<file path="src/rtl/ram_sdp.sv">
// Simple dual-port coefficient RAM: one write port, one registered read port.
// Read-first on a same-address collision, so a read issued while the loader
// overwrites that address returns the previous contents. Written in the same
// shape as the coefficient ROM so that synthesis maps it onto block RAM.
module ram_sdp #(
    parameter int mem_size   = 9,
    parameter int data_width = 16
) (
    input  logic                        clk,
    input  logic [$clog2(mem_size)-1:0] wr_addr,
    input  logic                        wr_en,
    input  logic [data_width-1:0]       wr_data,
    input  logic [$clog2(mem_size)-1:0] rd_addr,
    input  logic                        rd_ce,
    output logic [data_width-1:0]       q
);

    logic [data_width-1:0] mem_q [mem_size];

    // Write port and registered read port. The nonblocking update of the
    // array keeps a same-cycle read on the old word.
    always_ff @(posedge clk) begin
        if (wr_en) begin
            mem_q[wr_addr] <= wr_data;
        end
        if (rd_ce) begin
            q <= mem_q[rd_addr];
        end
    end

endmodule

</file>
<file path="src/rtl/weight_stream_loader.sv">
// Weight stream loader: pops MEM_SIZE coefficients from an ap_fifo stream
// into local RAM on request and serves them through a ROM-like port.
// The defaults match the kernel size and coefficient width used by the
// layer engines (kern_s_10 and coeff_width in the shared headers).
module weight_stream_loader #(
    parameter int MEM_SIZE   = 9,
    parameter int DATA_WIDTH = 16,
    parameter int ADDR_WIDTH = $clog2(MEM_SIZE)
) (
    input  logic                  ap_clk,
    input  logic                  ap_rst,
    input  logic [DATA_WIDTH-1:0] input_V_dout,
    input  logic                  input_V_empty_n,
    output logic                  input_V_read,
    input  logic                  load_start,
    input  logic [ADDR_WIDTH-1:0] weight_address,
    input  logic                  weight_ce,
    output logic [DATA_WIDTH-1:0] weight_q,
    output logic                  weights_ready,
    output logic                  load_done
);

    localparam int RAM_AW = $clog2(MEM_SIZE);
    localparam logic [RAM_AW-1:0] LAST_ADDR = RAM_AW'(MEM_SIZE - 1);

    localparam logic [1:0] S_IDLE  = 2'd0;
    localparam logic [1:0] S_LOAD  = 2'd1;
    localparam logic [1:0] S_READY = 2'd2;

    logic [1:0]            state_q, state_d;
    logic [RAM_AW-1:0]     wr_cnt_q, wr_cnt_d;
    logic                  load_done_q, load_done_d;
    logic                  ready_q, ready_d;
    logic                  rd_ok_q;
    logic                  wr_last;
    logic                  addr_in_range;
    logic [DATA_WIDTH-1:0] ram_q;

    // Addresses past the kernel read as zero instead of aliasing into RAM.
    assign addr_in_range = (32'(weight_address) < 32'(MEM_SIZE));

    // Controller state, write counter, status flags and read-mask flag.
    // rd_ok_q starts at 0 so weight_q reads zero straight out of reset.
    always_ff @(posedge ap_clk or posedge ap_rst) begin
        if (ap_rst) begin
            state_q     <= S_IDLE;
            wr_cnt_q    <= '0;
            load_done_q <= 1'b0;
            ready_q     <= 1'b0;
            rd_ok_q     <= 1'b0;
        end else begin
            state_q     <= state_d;
            wr_cnt_q    <= wr_cnt_d;
            load_done_q <= load_done_d;
            ready_q     <= ready_d;
            if (weight_ce) begin
                rd_ok_q <= addr_in_range;
            end
        end
    end

    // Next-state logic: load_start is honoured only in IDLE and READY, and
    // the counter advances on every popped word.
    always_comb begin
        state_d  = state_q;
        wr_cnt_d = wr_cnt_q;
        case (state_q)
            S_IDLE: begin
                if (load_start) begin
                    state_d  = S_LOAD;
                    wr_cnt_d = '0;
                end
            end
            S_LOAD: begin
                if (input_V_read) begin
                    if (wr_last) begin
                        state_d  = S_READY;
                        wr_cnt_d = '0;
                    end else begin
                        wr_cnt_d = wr_cnt_q + RAM_AW'(1);
                    end
                end
            end
            S_READY: begin
                if (load_start) begin
                    state_d  = S_LOAD;
                    wr_cnt_d = '0;
                end
            end
            default: begin
                state_d  = S_IDLE;
                wr_cnt_d = '0;
            end
        endcase
        load_done_d = wr_last;
        ready_d     = (state_d == S_READY);
    end

    // Outputs: the stream is popped whenever LOAD sees a word available.
    always_comb begin
        input_V_read = (state_q == S_LOAD) && input_V_empty_n;
        wr_last      = input_V_read && (wr_cnt_q == LAST_ADDR);
    end

    assign weights_ready = ready_q;
    assign load_done     = load_done_q;
    assign weight_q      = rd_ok_q ? ram_q : '0;

    ram_sdp #(
        .mem_size   (MEM_SIZE),
        .data_width (DATA_WIDTH)
    ) u_ram (
        .clk     (ap_clk),
        .wr_addr (wr_cnt_q),
        .wr_en   (input_V_read),
        .wr_data (input_V_dout),
        .rd_addr (weight_address[RAM_AW-1:0]),
        .rd_ce   (weight_ce),
        .q       (ram_q)
    );

endmodule

</file>
<file path="config.mk">
export PLATFORM = sky130hd
export DESIGN_NAME = weight_stream_loader
export DESIGN_NICKNAME = d
export VERILOG_FILES = /design/src/rtl/ram_sdp.sv /design/src/rtl/weight_stream_loader.sv
export SDC_FILE = /design/constraint.sdc
export NUM_CORES = 1
export LEC_CHECK = 0
export BUFFER_PORTS_ARGS = -buffer_cell sky130_fd_sc_hd__buf_2
export CORE_MARGIN = 2
export CORE_UTILIZATION = 30
export DETAILED_ROUTE_END_ITERATION = 16
export SLEW_MARGIN = 25
export SYNTH_ARGS = -nofsm -noshare
export SYNTH_HDL_FRONTEND = slang
export SYNTH_SLANG_ARGS = --single-unit
export TNS_END_PERCENT = 20
</file>
<file path="constraint.sdc">
create_clock -name ap_clk -period 3.8 [get_ports ap_clk]
set_clock_uncertainty 0.15 [all_clocks]
set_input_delay 0.38 -clock ap_clk [delete_from_list [all_inputs] [get_ports ap_clk]]
set_output_delay 0.38 -clock ap_clk [all_outputs]
set_load 0.02 [all_outputs]
</file>
==> results.txt, run 1 <==
* Area contributors post-synth: edfxtp_1 (72%), mux2i_1 (4.8%), mux2_2 (4.7%)
- The analysis attributes to cell leakage a power of between 2 and 3 nW.
* Actual transition at the worst max-transition pin: about 1000 ps
- Share of post-route cells with drive strength above 1: around a quarter
* Arrival time worst endpoint: between 2000 and 2500 ps
* Antenna viol nets, final: 0
* Crit Path Class: flip-flop to flip-flop
* Parity-gate share of the synthesized area counting xor and xnor cells: less than 1%
- Sinks on Clock Net: roughly 170
* Setup Total Neg Slack: 0 ps
* Synthesized Nets: about 410
* Met2 Track Usage GR: 19.45%
- The tool flagged a number of max-cap violations equal to 0.
- Core ar.: 21760 sq um
- Async set-reset flop share out of synthesis: under 10%
- VDD sags by at most 289.2 uV.
- The initial utilization of the core area, before any placement, comes to 30.56%.
* Number of hold violations in the final report: 0
* Total CTS buffers: 17
* Hold Crit Class: primary input to flip-flop
- After detailed routing, the average wire length per cell comes to 17.79 microns.
- Floorplan die height: 152.9 microns
- Complex-gate fraction of the synthesized area: 6.285%
* Number of enable-type register cells in the synthesized netlist: 160
* Core occupancy in the finished layout: between 30% and 40%
- Cell type with the highest aggregate area in the netlist: edfxtp_1
- Among all stages on the critical path, the largest delay is contributed by and2_1.
* Ports placed on the boundary: 44
- In this run the deepest clock path goes through 2 buffers.
- Root buffer selected by CTS: clkbuf_16
- Buffers on Ports: 43
- After detailed routing, the number of remaining DRC violations is 0.
- Of the available clock period, the critical path in the final layout requires between 60% and 70%.
- Row cnt: 54
- Average footprint of a synthesized cell: roughly 18 sq um
* Nets: between 400 and 500
* Total die area: 23370 sq um
- Number of synthesized register bits: approximately 170
* Run status: finished clean
- Area growth from synthesis to final layout: 15.75%
- Peak per-stage delay on the critical path: around 780 ps
- Fill cell count: approximately 2000
* Area of the mapped netlist: about 6600 sq um
* CP startpoint kind: flip-flop
- By area, the combinational part of the netlist is dominated by multiplexers.
* All-layer global routing usage: 11.49%
- Highest-utilization routing layer at the global route stage: met2
* Grt met1 use: 13.75%
- Time the worst path needs with I/O delays and setup: 2283 ps
* Number of detailed-routing iterations run before antenna repair: 4
* Portion of netlist area occupied by mux cells: a little over 10%
- Yosys instantiated no cell more often than edfxtp_1.
- ANT cells: 0
- At the end of routability-driven placement, the weighted congestion stood at approximately 0.76.
* Largest driver fanout on the critical path: 16
- Critical path endpoint category: flip-flop
* Synth top cells by count: edfxtp_1 (160), mux2i_1 (32), mux2_2 (28)
- Buffers added to address setup during post-CTS repair amount to 0.
- Clock insertion delay at the later pin of the skew report: 420 ps
- Detailed placement ended at an HPWL of approximately 7700 microns.
- Number of standard cells after synthesis: roughly 380
- Of the post-synthesis cell area, the dominant cell type holds 72.26%.
- Adder-Cell Fraction of Synth Area: 0.7527%
- Entering global routing, the biggest net connects 66 pins.
- Ys Warns: 0
* Unrepaired setup endpoints after global routing: false
- Register area share after synthesis: between 70% and 80%
* Synthesized-area fraction occupied by and/or/nand/nor cells: under 10%
* Number of distinct standard cells referenced by the synthesized netlist: 33
- Number of global-route vias before repair: between 3000 and 4000
- Worst relative slew slack: a little under a third
- For this design the ratio of total power to cell area is slightly below 600 nW/um^2.
* CTS clk-pin slew, worst paths: roughly 60 ps
- Measured along the x axis, the die boundary spans about 150 microns.
- GRT Residual Overflow: 0
* Cell chain of the critical path: nand3b_1 -> nor3_1 -> and2_1
- Buffers and inverters on the worst path: 0
* Avg Vias per Cell: ~4.6
* Final Max Tran Viols: 0
- Worst reg-to-reg setup slack: around 1500 ps
- Initial detailed-routing violation count: between 200 and 250
- TritonCTS built the clock tree.
- For this run, the leading register cell type out of synthesis is edfxtp_1.
- Setup violations remaining at the end of the flow were counted as 0.
- In the global route stage, met3 resource usage came out at 3.657%.
- H-Tree Depth: 4
- Peak Freq: 0.4381 GHz
- Wires add up to between 10000 and 15000 microns.
* Initial antenna violation count: 0
* Global-route wire length before repair: just under 20000 microns
- Crit path max-delay family: simple AND/OR/NAND/NOR gates
* Number of vias in the routed layout: approximately 3300
- For the worst setup path, the data required time is 3700 ps.
==> state kept, by name, summed over array words and instances (netlist names) <==
name	flops
load_done	1
rd_ok_q	1
state_q	2
u_ram.mem_q	144
u_ram.q	16
weights_ready	1
wr_cnt_q	4
==> area by class of cell <==
type	instances	area (sq um)	share of cell area (%)
repair buffers	49	275.3	3.577
multi-input cells	185	1460	18.97
clock buffers	18	429.2	5.576
well taps	280	350.3	4.552
clock inverters	14	125.1	1.626
flip-flops and latches	169	5030	65.36
inverters	7	26.28	0.3414
==> final timing paths <==
| path | startpoint | endpoint | cells after the start |
|---|---|---|---|
| max in group asynchronous | ap_rst | wr_cnt_q[3] | 3 |
| max reg2reg | state_q[1] | u_ram.mem_q[5][9] | 3 |
| max | state_q[1] | u_ram.mem_q[5][9] | 3 |
| min reg2reg | state_q[1] | weights_ready | 1 |
| min | input_V_dout[12] | u_ram.mem_q[4][12] | 1 |
| min in group asynchronous | ap_rst | rd_ok_q | 3 |
==> worst reg2reg max path, delay by kind of cell (launching register included) <==
kind          cells  cell delay, ps
flops             1             410
simple gates      3            1330
==> layout by cell type, fill, tap and decap left out, drive strengths merged, types with 2 or more instances in the layout <==
master,n
dfrtp,9
a21oi,3
a221o,16
clkinv,4
mux2,32
clkinvlp,6
buf,48
nand3b,2
inv,10
mux2i,32
nor2,2
o21ai,19
o22ai,17
nand2b,2
clkbuf,18
nand2,20
nor3,3
and2,24
ha,4
edfxtp,160
==> through the flow <==
step | hold slack [ps] | power, mW | area [sq um] | instances | setup WS [ps]
finish | 88.66 | 4.497 | 7696 | 722 | 1517
global route | 82.09 | 4.693 | 7696 | 722 | 1281
CTS | 71.33 | 4.541 | 7696 | 722 | 1496
detailed placement | 230.6 | 2.939 | 7132 | 689 | 1505
global placement | 219.4 | 2.916 | 7132 | 689 | 1515
floorplan | 57.92 | 2.732 | 6649 | 378 | 1714
==> metal layers <==
| metal | wire length [microns] | share of wire (%) |
|---|---|---|
| met3 | 748 | 5.8 |
| met2 | 6635 | 52 |
| met5 | 0 | 0 |
| met1 | 5320 | 41 |
| met4 | 140 | 1.1 |
==> repair_timing <==
| item | in CTS | in global routing |
|---|---|---|
| resized for setup | 0 | 0 |
| hold buffers | 1 | 0 |
| endpoints found under the hold margin | 9 | 0 |
==> kinds of logic after synthesis <==
logic type / Yosys count
flip-flops: 169
multiplexers: 64
AO/OA/AOI/OAI: 60
AND/OR/NAND/NOR: 56
buffers and inverters: 24
adder cells (fa/ha/maj): 4
XOR/XNOR: 1
==> where the power goes <==
| group | internal, mW | switching (mW) |
|---|---|---|
| Sequential | 2.28 | 0.0751 |
| Clock | 0.903 | 0.705 |
| Combinational | 0.190 | 0.345 |
Note: power is estimated with default switching activity, not from simulation.
==> run 2: changes to the inputs <==
==> constraint.sdc (replaced) <==
create_clock -name ap_clk -period 1.89 [get_ports ap_clk]
set_clock_uncertainty 0.15 [all_clocks]
set_input_delay 0.189 -clock ap_clk [delete_from_list [all_inputs] [get_ports ap_clk]]
set_output_delay 0.189 -clock ap_clk [all_outputs]
set_load 0.02 [all_outputs]
==> run 2 against run 1 <==
Fmax is 23% higher. Global-route usage is 1.1 points higher. Register-to-register slack worse by 1500 ps. Critical path type unchanged. Critical endpoint is now u_ram.mem_q[0][14]. Highest routed layer unchanged.
==> results.txt, run 2 (synthesis results as in run 1) <==
* GRT Residual Overflow: 0 (unchanged)
- Final Max Tran Viols: 0 (unchanged)
- Clock group share of total power: 35.4% (was 35.8%)
- Antenna viol nets, final: 0 (unchanged)
- The initial core utilization was 30.56% (unchanged).
- Ports placed on the boundary: 44 (unchanged)
- H-Tree Depth: 4 (unchanged)
- The number of sinks handled by clock tree synthesis is 169 (unchanged).
* Hold Crit Depth: 4 (was 1)
- The final hold violation count is 0 (unchanged).
- ANT cells: 0 (unchanged)
* Cell area power density: 1146 nW/um^2 (was 584.3 nW/um^2)
- The post-route DRC violation count came to 0 (unchanged).
- Run status: finished clean (unchanged)
- Capture point of the worst reg-to-reg path: u_ram.mem_q[0][14] (was u_ram.mem_q[5][9])
- Number of detailed-routing iterations run before antenna repair: 4 (unchanged)
- The worst-case hold slack came to 90.15 ps (was 88.66 ps).
- Seq pwr share: 50.2% (was 52.3%)
- Post-route design area: 8203 sq um (was 7696 sq um)
- Register containing the most flip-flops in the final layout: u_ram.mem_q (unchanged)
- The critical setup path kind is flip-flop to flip-flop (unchanged).
* Core ar.: 21760 sq um (unchanged)
- CTS clk-pin slew, worst paths: 70 ps (was 60 ps)
- The number of placement rows was 54 (unchanged).
- Nets: 497 (was 458)
- Share of post-route cells with drive strength above 1: 27.23% (was 24.89%)
* CP startpoint kind: flip-flop (unchanged)
- Largest net degree at the start of global routing: 35 (was 66)
- The layer with the highest usage after global routing is met2 (unchanged).
- Number of vias in the routed layout: 3642 (was 3334)
- Time the worst path needs with I/O delays and setup: 1849 ps (was 2283 ps)
* Initial detailed-routing violation count: 309 (was 237)
- Cells after DPL: 709 (was 689)
* Switching power: 2.398 mW (was 1.125 mW)
* Routability congestion estimate from global placement: 0.7764 (was 0.7618)
- Area growth from synthesis to final layout: 23.37% (was 15.75%)
* Critical path endpoint category: flip-flop (unchanged)
- The highest clock frequency the design can meet came to 0.5409 GHz (was 0.4381 GHz).
- Total die area: 23370 sq um (unchanged)
- Min-Delay Startpoint: weight_address[1] (was input_V_dout[12])
* Depth of the worst register-to-register path: 4 (was 3)
- Most common library cell in the layout ignoring fill and taps: edfxtp_1 (unchanged)
- The beginning of the worst register-to-register path is state_q[1] (unchanged).
* Largest driver fanout on the critical path: 16 (unchanged)
* Root buffer selected by CTS: clkbuf_16 (unchanged)
* Met2 Track Usage GR: 19.90% (was 19.45%)
* Floorplan die width: 152.9 microns (unchanged)
- Setup slack at placement: -16.34 ps (was 1505 ps)
* Buffers on Ports: 43 (unchanged)
* # Max-Cap Violations: 0 (unchanged)
- The data required time of the worst path was 1870 ps (was 3700 ps).
- The detail-routed net length per standard cell is 18.70 microns (was 17.79 microns).
- Routed Wire Length: 14230 microns (was 12850 microns)
* Setup ws final: 41.19 ps (was 1517 ps)
- The number of global-route vias before repair came to 3738 (was 3422).
- Initial antenna violation count: 0 (unchanged)
- All-layer global routing usage: 12.59% (was 11.49%)
- Arrival time worst endpoint: 1830 ps (was 2180 ps)
- The combinational power share came to 14.4% (was 11.9%).
- Placed cell areas: 7417 sq um (was 7132 sq um)
* Grt met1 use: 16.86% (was 13.75%)
- Avg Vias per Cell: 4.786 (was 4.618)
* Internal cell power: 7.004 mW (was 3.372 mW)
- Switching fraction of total power: 25.51% (was 25.02%)
- The wire length of the first global-routing pass was 21970 microns (was 19680 microns).
* Flip-flop count of the largest register after layout: 144 (unchanged)
- Total CTS buffers: 17 (unchanged)
- Core occupancy in the finished layout: 37.70% (was 35.38%)
- Period utilization: 97.82% (was 60.07%)
- Estimated wirelength of the detail-placed design: 9184 microns (was 7656 microns)
* Number of endpoints failing setup at the final stage: 0 (unchanged)
- Floorplan die height: 152.9 microns (unchanged)
- Highest-count cells in the layout ignoring fill and taps: edfxtp_1 (160), buf_2 (42), mux2i_1 (32) (was edfxtp_1 (160), buf_2 (43), mux2i_1 (32))
- The TritonCTS clock tree is built (unchanged).
- The filler-free cell count of the finished design was 761 (was 722).
* Maximum vdd drop: 608.9 uV (was 289.2 uV)
* Regs by FF count: u_ram.mem_q x144, u_ram.q x16, wr_cnt_q x4 (unchanged)
- Worst reg-to-reg setup slack: 40 ps (was 1520 ps)
- Worst hold endpoint: rd_ok_q (was u_ram.mem_q[4][12])
- The insertion delay to the later sink of the worst-skew pair came to 430 ps (was 420 ps).
- Global routing usage on met3: 3.261% (was 3.657%)
* Fill cell count: 2052 (was 2035)
- Actual transition at the worst max-transition pin: 812.5 ps (was 1021 ps)
* Worst relative slew slack: 45.59% (was 31.62%)
- The class of the tightest hold or removal check is primary input to flip-flop (unchanged).
- The maximum count of clock buffers along a single path came to 2 (unchanged).
- Total leakage power: 2.921 nW (was 2.684 nW)
==> run 2: changes by cell type in the layout (fill, tap and decap cells not counted), sizes merged <==
cell	delta
clkinv	+1
dlygate4sd3	+19
clkinvlp	-4
inv	+3
buf	+20
==> run 2: area by class of cell <==
class | instances | area [sq um] | area share, %
timing repair buffer | 88 | 763.2 | 9.304
inverter | 7 | 26.28 | 0.3203
clock buffer | 18 | 429.2 | 5.232
multi-input combinational | 185 | 1463 | 17.83
sequential | 169 | 5031 | 61.33
clock inverter | 14 | 140.1 | 1.708
tap | 280 | 350.3 | 4.271
==> run 2: how the worst max path moves through the flow <==
stage / startpoint / endpoint
after floorplan: state_q[1] / u_ram.mem_q[3][0]
after global placement: weight_address[1] / u_ram.q[7]
after detailed placement: weight_address[0] / u_ram.q[11]
after CTS: state_q[1] / input_V_read
after global routing: state_q[1] / u_ram.mem_q[0][1]
final: state_q[1] / u_ram.mem_q[0][14]
==> run 2: per-stage QoR <==
| step | power (mW) | TNS [ps] |
|---|---|---|
| finish | 9.402 | 0 |
| global route | 9.794 | -84.02 |
| CTS | 9.471 | 0 |
| detailed placement | 6.116 | -16.34 |
| global placement | 6.063 | -3269 |
| floorplan | 5.494 | 0 |
==> run 2: worst max-delay path, stage by stage, from the launching register on <==
cell,delay (ps)
dfrtp_1,420
nand3b_1,250
nor3_1,300
and2_1,240
buf_12,180
==> run 2: power groups by stage <==
stage                     Combinational, mW  Sequential [mW]  Clock, mW
after floorplan                       0.728             4.77          0
after global placement                 1.29             4.77          0
after detailed placement               1.32             4.80          0
after CTS                              1.36             4.72       3.39
after global routing                   1.48             4.76       3.55
final                                  1.35             4.72       3.33
==> run 2: metal layers <==
layer / wire length, microns / share of wire (%)
met1: 6621 / 47
met2: 6832 / 48
met3: 576 / 4.0
met4: 198 / 1.4
met5: 0 / 0
==> run 2: what timing repair did <==
item	CTS	global route
hold buffers	20	0
setup endpoints to repair	1	60
hold endpoints to repair	163	0
setup buffers	0	0
gates resized for setup	1	5
